==> src/rtl/pat_ibuf_pkg.sv <==
// Shared types and width helpers for the PAT instruction prefetch buffer.
package pat_ibuf_pkg;

  typedef enum logic [1:0] {
    IDLE = 2'd0,
    WAIT = 2'd1,
    DROP = 2'd2
  } ibuf_state_e;

  // Offset width; kept at least 1 so a one-word line still has a legal field.
  function automatic int off_w(input int fetch_words);
    return (fetch_words > 1) ? $clog2(fetch_words) : 1;
  endfunction

  function automatic int ptr_w(input int depth);
    return (depth > 1) ? $clog2(depth) : 1;
  endfunction

  function automatic int line_w(input int fetch_words, input int i_width);
    return fetch_words * i_width;
  endfunction

endpackage

==> src/rtl/ibuf_line_fifo.sv <==
// Line storage for the prefetch buffer: circular queue with count,
// flush, and push+pop in the same cycle even when full.
module ibuf_line_fifo
  import pat_ibuf_pkg::*;
#(
  parameter int LINE_W = 40,
  parameter int DEPTH  = 4
) (
  input  logic              clk,
  input  logic              rst,
  input  logic              flush,
  input  logic              push,
  input  logic [LINE_W-1:0] push_data,
  input  logic              pop,
  output logic [LINE_W-1:0] head,
  output logic              empty,
  output logic              full
);

  localparam int PTR_W = ptr_w(DEPTH);
  localparam int CNT_W = PTR_W + 1;

  logic [PTR_W-1:0]  wr_ptr_q, wr_ptr_d, rd_ptr_q, rd_ptr_d;
  logic [CNT_W-1:0]  cnt_q, cnt_d;
  logic [LINE_W-1:0] mem_q [DEPTH];
  logic              do_push, do_pop;

  assign empty = (cnt_q == '0);
  assign full  = (cnt_q == CNT_W'(DEPTH));
  assign head  = mem_q[rd_ptr_q];

  always_comb begin
    do_push  = push && (!full || pop) && !flush;
    do_pop   = pop && !empty && !flush;
    wr_ptr_d = wr_ptr_q + PTR_W'(do_push);
    rd_ptr_d = rd_ptr_q + PTR_W'(do_pop);
    cnt_d    = cnt_q + CNT_W'(do_push) - CNT_W'(do_pop);
    if (flush) begin
      wr_ptr_d = '0;
      rd_ptr_d = '0;
      cnt_d    = '0;
    end
  end

  always_ff @(posedge clk or posedge rst) begin
    if (rst) begin
      wr_ptr_q <= '0;
      rd_ptr_q <= '0;
      cnt_q    <= '0;
    end else begin
      wr_ptr_q <= wr_ptr_d;
      rd_ptr_q <= rd_ptr_d;
      cnt_q    <= cnt_d;
    end
  end

  // Data array needs no reset; occupancy is tracked by cnt_q.
  always_ff @(posedge clk) begin
    if (do_push) mem_q[wr_ptr_q] <= push_data;
  end

endmodule

==> src/rtl/instruction_prefetch_buffer.sv <==
// Line-based instruction prefetch queue between the PAT core and instruction memory.
// Optional IBUF_BYPASS_EN: forwards mem_rdata to the core in the ack cycle when the queue is empty.
module instruction_prefetch_buffer
  import pat_ibuf_pkg::*;
#(
  parameter int i_width     = 20,
  parameter int i_adr_width = 10,
  parameter int fetch_words = 2,
  parameter int depth       = 4
) (
  input  logic                                       clk,
  input  logic                                       reset,
  input  logic                                       jump,
  input  logic [i_adr_width-1:0]                     pc,
  input  logic                                       instr_take,
  output logic [i_width-1:0]                         instruction,
  output logic                                       instr_valid,
  output logic [i_adr_width-1:0]                     instr_pc,
  output logic                                       mem_req,
  output logic [i_adr_width-$clog2(fetch_words)-1:0] mem_adr,
  input  logic                                       mem_ack,
  input  logic [fetch_words*i_width-1:0]             mem_rdata
);

  localparam int LOG_FW = $clog2(fetch_words);
  localparam int OFF_W  = off_w(fetch_words);
  localparam int LA_W   = i_adr_width - LOG_FW;
  localparam int LINE_W = line_w(fetch_words, i_width);

  ibuf_state_e             state_q, state_d;
  logic [LA_W-1:0]         line_q, line_d, req_adr_q, req_adr_d;
  logic [OFF_W-1:0]        rd_off_q, rd_off_d;
  logic [i_adr_width-1:0]  pc_q, pc_d;

  logic [LINE_W-1:0]       head, cur_line;
  logic                    fifo_empty, fifo_full;
  logic                    push, pop, flush;
  logic                    bypass, take_ok, last_word, ack_fill;

  ibuf_line_fifo #(.LINE_W(LINE_W), .DEPTH(depth)) u_fifo (
    .clk      (clk),
    .rst      (reset),
    .flush    (flush),
    .push     (push),
    .push_data(mem_rdata),
    .pop      (pop),
    .head     (head),
    .empty    (fifo_empty),
    .full     (fifo_full)
  );

  // State register
  always_ff @(posedge clk or posedge reset) begin
    if (reset) state_q <= IDLE;
    else       state_q <= state_d;
  end

  // Next state; an ack always closes the transaction, even alongside a jump.
  always_comb begin
    state_d   = state_q;
    req_adr_d = req_adr_q;
    case (state_q)
      IDLE: if (!jump && !fifo_full) begin
        state_d   = WAIT;
        req_adr_d = line_q;
      end
      WAIT: if (mem_ack)   state_d = IDLE;
            else if (jump) state_d = DROP;
      DROP: if (mem_ack)   state_d = IDLE;
      default: state_d = IDLE;
    endcase
  end

  // FSM outputs
  always_comb begin
    mem_req = (state_q != IDLE);
    mem_adr = req_adr_q;
  end

  always_comb begin
    bypass = 1'b0;
`ifdef IBUF_BYPASS_EN
    bypass = fifo_empty && (state_q == WAIT) && mem_ack && !jump;
`endif
    instr_valid = !fifo_empty || bypass;
    cur_line    = bypass ? mem_rdata : head;
    instruction = instr_valid ? cur_line[rd_off_q*i_width +: i_width] : '0;
    instr_pc    = pc_q;
  end

  always_comb begin
    take_ok   = instr_take && instr_valid && !jump;
    last_word = (rd_off_q == OFF_W'(fetch_words - 1));
    ack_fill  = (state_q == WAIT) && mem_ack && !jump;
    flush     = jump;
    pop       = 1'b0;
    // A bypassed line whose last word is taken now never needs storing.
    push      = ack_fill && !(bypass && take_ok && last_word);
    line_d    = line_q;
    rd_off_d  = rd_off_q;
    pc_d      = pc_q;
    if (jump) begin
      line_d   = LA_W'(pc >> LOG_FW);
      rd_off_d = OFF_W'(pc & i_adr_width'(fetch_words - 1));
      pc_d     = pc;
    end else begin
      if (ack_fill) line_d = line_q + 1'b1;
      if (take_ok) begin
        pc_d = pc_q + 1'b1;
        if (last_word) begin
          rd_off_d = '0;
          pop      = !fifo_empty;
        end else begin
          rd_off_d = rd_off_q + 1'b1;
        end
      end
    end
  end

  always_ff @(posedge clk or posedge reset) begin
    if (reset) begin
      line_q    <= '0;
      req_adr_q <= '0;
      rd_off_q  <= '0;
      pc_q      <= '0;
    end else begin
      line_q    <= line_d;
      req_adr_q <= req_adr_d;
      rd_off_q  <= rd_off_d;
      pc_q      <= pc_d;
    end
  end

endmodule

==> config.mk <==
export PLATFORM = sky130hd
export DESIGN_NAME = instruction_prefetch_buffer
export DESIGN_NICKNAME = d
export VERILOG_FILES = /design/src/rtl/pat_ibuf_pkg.sv /design/src/rtl/ibuf_line_fifo.sv /design/src/rtl/instruction_prefetch_buffer.sv
export SDC_FILE = /design/constraint.sdc
export NUM_CORES = 1
export LEC_CHECK = 0
export BUFFER_PORTS_ARGS = -buffer_cell sky130_fd_sc_hd__buf_4
export CORE_ASPECT_RATIO = 0.75
export CORE_MARGIN = 3
export CORE_UTILIZATION = 40
export CTS_CLUSTER_DIAMETER = 120
export DETAILED_ROUTE_END_ITERATION = 10
export HOLD_SLACK_MARGIN = 0.02
export PLACE_DENSITY = 0.69
export SLEW_MARGIN = 20
export SYNTH_ARGS = -nofsm -noshare
export SYNTH_HDL_FRONTEND = slang
export SYNTH_SLANG_ARGS = --single-unit
export TNS_END_PERCENT = 100
==> constraint.sdc <==
create_clock -name clk -period 11.5 [get_ports clk]
set_input_delay 1.725 -clock clk [delete_from_list [all_inputs] [get_ports clk]]
set_output_delay 1.725 -clock clk [all_outputs]
set_load 0.005 [all_outputs]
==> impl_metrics.tcl <==
set metrics [dict create \
    synth_seq_area_share_pct 71.71 \
    dp_hpwl_um 9736 \
    clk_pin_slew_ps 70 \
    post-synth-top-count-cell "edfxtp_1" \
    dr_total_vias 4060 \
    reg2reg_depth 7 \
    cts_setup_buffers 0 \
    crit_path_cell_trace "buf_4 > mux4_2 > mux2i_1 > nor2_1 > buf_4" \
    routed_wl_um 15410 \
    fin_skew_ps 14.96 \
    die_h_um 128.7 \
    start_util_pct 41.07 \
    fin_crit_ps 4343 \
    post-route-drc-count 0 \
    critPathMaxStageDelay_ps 600 \
    postSynthAreaPerCell_um2 18.84 \
    worst_slew_pin_slew_ps 1032 \
    post-route-period-util_pct 37.77 \
    crit_start "u_fifo.rd_ptr_q[0]" \
    grt_pass1_wl_um 24360 \
    final_max_slew_viol_count 0 \
    cts_hold_buffers 0 \
    rsz0062_at_grt "no" \
    hold_start "mem_adr[7]" \
    slew_headroom_pct 31.17 \
    syn_inst 426 \
    ys.flop_type "edfxtp_1" \
    antenna_found_initial 0 \
    synthArstFlopShare_pct 19.19 \
    max_freq_mhz 230.2 \
    dpl_cell_area_um2 9034 \
    port_buffers 95 \
    cts_max_level 4 \
    nNetsFinal 590 \
    clock_latency_ps 440 \
    synth_area_leader_cell "edfxtp_1" \
    grt_pass1_vias 4269 \
    ys_types 38 \
    worst_hold_slack_ps 509.0 \
    arrival_ps 2620 \
    outcome "finished clean" \
    area_growth_pct 20.31 \
    vias_per_cell 5.113 \
    synth_nets 488 \
    fillers 1604 \
    p_leak_nw 3.528 \
    stdcell_area_um2 9657 \
    ys_ff_latch 198 \
    end_kind "primary output" \
    numCtsBuffers 17 \
    cp.required_ps 9780 \
    criticalPathCategory "flip-flop to primary output" \
    die-width_um 169.6 \
    io_pins 96 \
    synth_top_area_share_pct 59.86 \
    tritoncts "built" \
    wl_per_cell_um 19.40 \
    post_cts_resized 0 \
    synthTopCellsByCount "edfxtp_1 (160), mux4_2 (40), dfrtp_1 (38)" \
    min_path_type "flip-flop to flip-flop" \
    finalHoldViolCount 0 \
    drtIter0Drc 273 \
    grt_start_max_net_pins 42 \
    reg2reg_from "last_word" \
    cts_max_path_buffers 2 \
    synthesis.area_um2 8026 \
    finish.utilization_pct 49.41 \
    gp_congestion 0.8004 \
    path_common_cell "buf_4" \
    yosysWarnings 0 \
    timing.rr.end "u_fifo.mem_q[1][33]" \
    synthTopCellsByArea "edfxtp_1 (60%), dfrtp_1 (12%), mux4_2 (11%)" \
    setup_viol 0 \
    min_to "mem_adr[7]" \
    worstSetupStartpointType "flip-flop" \
    synth_edf_count 160 \
    postRouteAntennaNets 0 \
    grt_overflow_total 0 \
    root_buffer "clkbuf_16" \
    rows 44 \
    power_mw 1.845 \
    ir_drop_uv 101.9 \
    drive_gt1_share_pct 38.08 \
    diodes 0 \
    setup_tns_ps 0 \
    cap_violations 0 \
    p_per_area_nw_per_um2 191.0 \
    grtUsageTotal_pct 14.94 \
    holdPathStages 2 \
    r2r_slack_ps 8730 \
    clock-sinks 198 \
    die-area_um2 21820 \
    core_area_um2 19540 \
    slowest_stage "buf_4" \
    cp_max_fo 33 \
    first_pass_iters 5 \
]
==> where the power goes <==
part	internal, mW	switching [mW]	total (mW)
clock	0.299	0.298	0.597
sequential	0.827	0.0431	0.871
combinational	0.200	0.177	0.377
total	1.33	0.518	1.84
==> routing by layer <==
layer	vias to the layer above	wire length [um]	GRT usage, %
li1	1857	-	-
met1	2088	7107	21.13
met2	100	7278	22.73
met3	15	825	4.330
met4	0	193	4.567
met5	-	0	0
==> logic make-up after synthesis <==
kind of cell | count (synthesis) | synth area share, %
flops | 198 | 71.71
mux | 84 | 17.38
simple gates | 73 | 4.318
buf+inv | 31 | 1.824
xor+xnor | 22 | 2.401
compound gates | 11 | 1.185
fa+ha+maj | 7 | 1.185
==> layout by cell type (no fill, tap or decap), drive strengths merged, types with 2 or more instances in the layout <==
cell type / n
mux4: 40
edfxtp: 160
nand4: 2
dfrtp: 38
nand2: 9
nor2b: 3
mux2i: 22
mux2: 22
a21oi: 5
and3: 2
nor4: 2
inv: 20
clkinv: 7
nor3: 8
nand3: 4
nand3b: 2
nor2: 36
ha: 6
xor2: 12
xnor2: 10
buf: 102
clkbuf: 17
==> final cells by class <==
cell class,instances,area (um^2),share of cell area (%)
multi-input cells,197,2152,22.29
flip-flops and latches,198,5758,59.63
well taps,253,316.6,3.278
repair buffers,102,765.7,7.930
inverters,12,45.04,0.4664
clock buffers,17,425.4,4.405
clock inverters,15,193.9,2.008
==> registers in the layout, summed over array words and instances (netlist names) <==
register,cells
last_word,1
u_fifo.cnt_q,3
u_fifo.mem_q,160
u_fifo.wr_ptr_q,2
line_q,9
instr_pc,10
state_q,2
u_fifo.rd_ptr_q,2
mem_adr,9
==> stage by stage <==
stage               std cells  setup WS [ps]
finish                    794           7157
global route              794           6926
CTS                       794           7063
detailed placement        762           7538
global placement          762           7561
floorplan                 426           5791
==> worst max-delay path, delay by kind of cell, from the launching register on <==
family | cells | cell delay [ps]
buf+inv | 2 | 740
flops | 1 | 550
mux | 2 | 810
simple gates | 1 | 70
==> worst max-delay path by stage <==
stage,to,cells past startpoint
detailed placement,instruction[9],5
global placement,instruction[8],5
finish,instruction[8],5
floorplan,u_fifo.mem_q[2][0],3
global route,instruction[18],5
CTS,instruction[9],5
Power figures use the tool's default switching activity.
